`config.mk`:
```
export PLATFORM = sky130hd
export DESIGN_NAME = fetch_decode
export DESIGN_NICKNAME = d
export VERILOG_FILES = /design/src/rtl/fetch_decode.sv
export SDC_FILE = /design/constraint.sdc
export NUM_CORES = 1
export LEC_CHECK = 0
export CORE_MARGIN = 2
export CORE_UTILIZATION = 46
export DETAILED_ROUTE_END_ITERATION = 16
export PLACE_DENSITY = 0.86
export SYNTH_ARGS = -nofsm -noshare
export SYNTH_HDL_FRONTEND = slang
export SYNTH_SLANG_ARGS = --single-unit
```
`constraint.sdc`:
```
create_clock -name clock -period 2.5 [get_ports clock]
set_clock_uncertainty 0.2 [all_clocks]
set_input_delay 0.25 -clock clock [delete_from_list [all_inputs] [get_ports clock]]
set_output_delay 0.25 -clock clock [all_outputs]
set_load 0.03 [all_outputs]
```
`src/rtl/fetch_decode.sv`:
```
// Single-issue fetch/decode front end for the R-type ALU subset.
// It requests one instruction word, decodes it, and presents one registered issue cycle per instruction.
module fetch_decode #(
  parameter logic [31:0] RESET_PC = 32'h0000_0000,
  parameter int unsigned PC_STEP  = 4
) (
  input  logic        clock,
  input  logic        reset,
  input  logic        run,
  output logic        imem_req,
  output logic [31:0] imem_addr,
  input  logic        imem_ack,
  input  logic [31:0] imem_rdata,
  output logic [4:0]  read_reg_num1,
  output logic [4:0]  read_reg_num2,
  output logic [4:0]  write_reg,
  output logic [3:0]  alu_control,
  output logic        regwrite,
  output logic [31:0] pc,
  output logic        illegal
);

  typedef enum logic [1:0] {IDLE, REQ, ISSUE, HALT} state_t;

  state_t      state, state_next;
  logic        legal_q;
  logic        dec_legal;
  logic [3:0]  dec_alu;

  assign imem_addr = pc;

  always_comb begin
    dec_legal = 1'b0;
    dec_alu   = '0;
    if (imem_rdata[6:0] == 7'b0110011) begin
      case ({imem_rdata[31:25], imem_rdata[14:12]})
        10'b0000000_000: begin dec_legal = 1'b1; dec_alu = 4'b0010; end
        10'b0100000_000: begin dec_legal = 1'b1; dec_alu = 4'b0110; end
        10'b0000000_111: begin dec_legal = 1'b1; dec_alu = 4'b0000; end
        10'b0000000_110: begin dec_legal = 1'b1; dec_alu = 4'b0001; end
        10'b0000000_100: begin dec_legal = 1'b1; dec_alu = 4'b0011; end
        10'b0000000_010: begin dec_legal = 1'b1; dec_alu = 4'b0111; end
        10'b0000000_001: begin dec_legal = 1'b1; dec_alu = 4'b1000; end
        10'b0000000_101: begin dec_legal = 1'b1; dec_alu = 4'b1001; end
        default:         begin dec_legal = 1'b0; dec_alu = '0;      end
      endcase
    end
  end

  always_comb begin
    state_next = state;
    case (state)
      IDLE:    if (run) state_next = REQ;
      REQ:     if (imem_ack) state_next = ISSUE;
      ISSUE:   state_next = !legal_q ? HALT : (run ? REQ : IDLE);
      HALT:    state_next = HALT;
      default: state_next = IDLE;
    endcase
  end

  always_ff @(posedge clock or posedge reset) begin
    if (reset) state <= IDLE;
    else       state <= state_next;
  end

  // Decode happens at capture so every issue-cycle output comes straight from a flop.
  always_ff @(posedge clock or posedge reset) begin
    if (reset) begin
      imem_req      <= 1'b0;
      pc            <= RESET_PC;
      legal_q       <= 1'b0;
      regwrite      <= 1'b0;
      illegal       <= 1'b0;
      read_reg_num1 <= '0;
      read_reg_num2 <= '0;
      write_reg     <= '0;
      alu_control   <= '0;
    end else begin
      imem_req <= (state_next == REQ);
      regwrite <= 1'b0;
      if (state == REQ && imem_ack) begin
        legal_q <= dec_legal;
        if (dec_legal) begin
          read_reg_num1 <= imem_rdata[19:15];
          read_reg_num2 <= imem_rdata[24:20];
          write_reg     <= imem_rdata[11:7];
          alu_control   <= dec_alu;
          regwrite      <= |imem_rdata[11:7];
        end else begin
          illegal <= 1'b1;
        end
      end
      if (state == ISSUE && legal_q) pc <= pc + 32'(PC_STEP);
    end
  end

endmodule

```
Word level (Yosys, flattened, before mapping)
Index checks and enable logic that the tools add are counted.
{"block": "word_totals", "n_memories": 0, "in_bits": 36, "latchBits": 0, "romBits": 0, "output_inout_bits": 86, "ram_bits": 0, "register_bits": 57}
{"block": "op_classes", "mul": 0, "bitwise": 1, "div": 0, "n_mux": 11, "shift": 0, "eq_ne": 12, "order_cmp": 0, "reduce_logical": 8, "n_addsub": 1}
{"cell": "equality test 10 x 3 -> 1 bit, second input constant", "count": 4}
{"cell": "adder 32 x 3 -> 32 bit, second input constant", "count": 1}
{"cell": "one-hot mux 4 bit (7 select lines)", "count": 1}
{"cell": "equality test 10 x 1 -> 1 bit, second input constant", "count": 1}
{"cell": "equality test 10 x 2 -> 1 bit, second input constant", "count": 1}
{"cell": "equality test 10 x 9 -> 1 bit, second input constant", "count": 1}
{"cell": "logical NOT 10 bit", "count": 1}
{"cell": "one-hot mux 2 bit (4 select lines)", "count": 1}
{"cell": "OR reduction 8 bit", "count": 1}
{"cell": "equality test 7 x 6 -> 1 bit, second input constant", "count": 1}
{"cell": "2-to-1 mux 2 bit", "count": 3}
{"cell": "2-to-1 mux 1 bit", "count": 5}
{"cell": "OR reduction 5 bit", "count": 1}
{"cell": "equality test 2 x 1 -> 1 bit, second input constant", "count": 2}
{"cell": "equality test 2 bit, second input constant", "count": 2}
{"cell": "2-to-1 mux 4 bit", "count": 1}
{"cell": "AND reduction 2 bit", "count": 2}
{"cell": "logical AND 1 bit", "count": 2}
{"cell": "logical NOT 2 bit", "count": 1}
{"cell": "inverter 1 bit", "count": 1}

Longest topological paths before layout
{"block": "depth", "depth_word": 6, "mapped_depth": 6, "depth_no_buf": 5}

Least setup slack after synthesis
Ideal clock, no wire load.
{"block": "synth_path", "kind": "reg2reg", "from": "reg pc[2] (netlist: imem_addr[2])", "to": "reg pc[8] (netlist: imem_addr[8])", "path_stages_with_launch": 6, "period_less_slack_ps": 1894, "path_buffers": 0, "t_required_ps": 2165, "path_slack_ps": 606, "arrival_ps": 1559, "setup_time_ps": 135, "cell_sequence": "dfrtp_1 ha_1 nand4b_1 nor2_1 nand4_1 xnor2_1"}
{"block": "synth_between", "elab_chain_cells": 1}
{"element": "from (decl)", "line_no": "19", "rtl": "output logic [31:0] pc,"}
{"element": "from (signal assigned)", "line_no": "93", "rtl": "if (state == ISSUE && legal_q) pc <= pc + 32'(PC_STEP);"}
{"element": "adder 32 x 3 -> 32 bit", "line_no": "93"}
No other way between the ends.
A chain may end at the register's enable or synchronous reset.

Final worst setup path
Same ends and word-level chain as after synthesis.

==> run summary <==
Status: finished clean
Root buffer cell: clkbuf_8
DP Wirelength: 4510 um
CTS Buf Count: 5
Worst path slowest cell: nor2_1
Crit path cell chain: ha_1 -> nand4b_1 -> nor2_1 -> nand4_1 -> xnor2_1
Gr usage total: 17.7%
Final Max Tran Viols: 0
Clock Pin Slew Worst Setup and Hold Paths: 0.09 ns
Cell taking the most area after synthesis: dfrtp_1
FMAX: 509 MHz
Worst Setup Path Type: register to register
Number of flip-flops in the largest register: 30
Setup Viol. Count Final: 0
Die width: 82.2 um
Filler cells: 462
Reg-to-reg startpoint: imem_addr[2]
Pwr Total: 0.00170 W
Vias/cell: 5.00
TritonRoute pass-1 iters: 4
Post-synthesis xor/xnor area fraction: 9.34%
Number of global-route vias before repair: 1983
CP endpoint kind: register
Layout cells sized above 1: 11.5%
Most area-consuming cells after synthesis: dfrtp_1 (49%), mux2_4 (9.6%), buf_4 (9.1%)
Setup TNS: 0 ns
Register area share after synthesis: 48.9%
Hold WC Path Type: input port to async pin
Maximum VDD drop: 0.196 mV
Placement-stage cell area: 3830 um2
Layout Nets: 361
Crit-path max cell delay: 0.52 ns
IO buf count: 117
Worst reg2reg path depth: 5
RD Place Congestion: 0.768
Die ar.: 6760 um2
Initial antenna violation count: 0
Yosys warns: 0
Clock Sink Count: 55
Post-route clock period utilization: 78.6%
Final non-filler cell area: 3900 um2
IO Pins: 122
Synthesized flop and latch total: 55
Routed wire length: 5680 um
Critical Path Start: imem_addr[2]
Number of hold violations in the final report: 0
Clock tree buffer depth: 2
Startpoint types: register
Netlist cell types: 38
Mux contribution to synthesized area: 10.7%
Reg-to-reg endpoint: imem_addr[8]
Pwr Density: 435 nW/um2
Fin crit period: 1.97 ns
N_diodes: 0
Wirelength per Cell: 14.3 um
Worst Path Max Fanout: 9
Final antenna-violating net count: 0
First-pass GRT wire length: 9110 um
Leak: 1.76 nW
RSZ-0062 raised after global routing: no
# rows: 28
Reg-to-reg slack, setup: 0.53 ns
WP data required: 2.49 ns
Max-Cap Viols: 0
Setup repair bufs after CTS: 0
First-iteration detailed-routing DRC count: 65
Top-count cell post-synth: dfrtp_1
Adder-Cell Fraction of Synth Area: 0.801%
Vias post-DR: 1990
Area growth from synthesis to layout: 38.8%
Post-Syn Area: 2810 um2
Synth Area in Compound Gates: 1.33%
Relative slew slack: 58.5%
Hold Buf Count CTS: 0
Post-Synth Simple-Gate Area: 17.4%
Most common library cells after synthesis: dfrtp_1 (55), buf_4 (34), xnor2_1 (25)
CTS H-tree lvls: 2
Fraction of registers with async set/reset: 100%
CTS resizes: 0
GRT overflow: 0
Largest net degree at the start of global routing: 31
Yosys top cell area share: 48.9%
Worst skew pair latency: 0.30 ns
Die Y-Extent: 82.2 um
Drt drc: 0
Core region area: 5920 um2
Synth Instances: 233
Starting density of the core: 47.5%
Largest family of logic cells by synthesized area: simple AND/OR/NAND/NOR gates
Critical path arrival: 1.95 ns
EDFF count, synth: 0
Ys flop type: dfrtp_1
CTS tree: done
Synthesized area per cell: 12.1 um2
Worst Tran Pin Value: 0.620 ns
-- stage by stage --
stage,hold slack (ns),instances,setup slack [ns],utilization [%]
floorplan,0.199,236,0.606,-
global placement,0.270,392,0.321,64.7
detailed placement,0.291,392,0.261,64.7
CTS,0.140,398,0.497,65.9
global route,0.162,398,0.336,65.9
finish,0.118,398,0.535,65.9
-- placed cells by master, fill, tap and decap left out, drive strengths merged, types with 5 or more instances in the layout --
cell type	synthesis	routed
nand4	14	14
xnor2	25	25
clkbuf	0	6
clkdlybuf4s50	0	117
and3	7	7
nor2	11	11
mux2	19	19
dfrtp	55	55
xor2	5	5
nor3	7	7
nand2	5	5
nand3	12	12
inv	7	7
-- routing by layer --
layer  vias up  track usage [%]  wire length [um]
met1       953             19.9              2220
li1        948                -                 -
met5         -                0                 0
met2        84             32.4              2980
met3         5             5.43               419
met4         0             4.50                57
-- worst max-delay path by stage --
| stage | endpoint | slack (ns) |
|---|---|---|
| finish | imem_addr[8] | 0.53 |
| global route | imem_addr[8] | 0.34 |
| CTS | imem_addr[18] | 0.50 |
| detailed placement | alu_control[3] | 0.26 |
| global placement | read_reg_num1[1] | 0.32 |
| floorplan | imem_addr[8] | 0.61 |
-- area by class of cell --
type,count,area (um2),share of cell area [%]
Clock buffer,6,72.6,1.86
Multi-Input combinational cell,135,1130,28.9
Timing Repair Buffer,120,1210,30.9
Sequential cell,55,1380,35.3
Inverter,7,26.3,0.673
Tap cell,75,93.8,2.40
-- logic make-up after synthesis --
logic type / Yosys count
and+or+nand+nor: 73
DFF: 55
buffers and inverters: 46
xor gates and xnor gates: 30
muxes: 21
AOI/OAI and AO/OA: 5
adders and majority gates: 2
other: 1
-- worst max-delay path, delay by kind of cell (launching register included) --
family        cells  cell delay [ns]
flops             1             0.44
xor+xnor          1             0.16
fa+ha+maj         1             0.17
simple gates      3             0.88
-- report_power, final --
group	switching (W)	internal [W]	leakage (nW)
sequential	0.0000360	0.000916	0.745
clock	0.000259	0.000188	0.0371
combinational	0.000155	0.000143	0.981
Power figures use the tool's default switching activity.
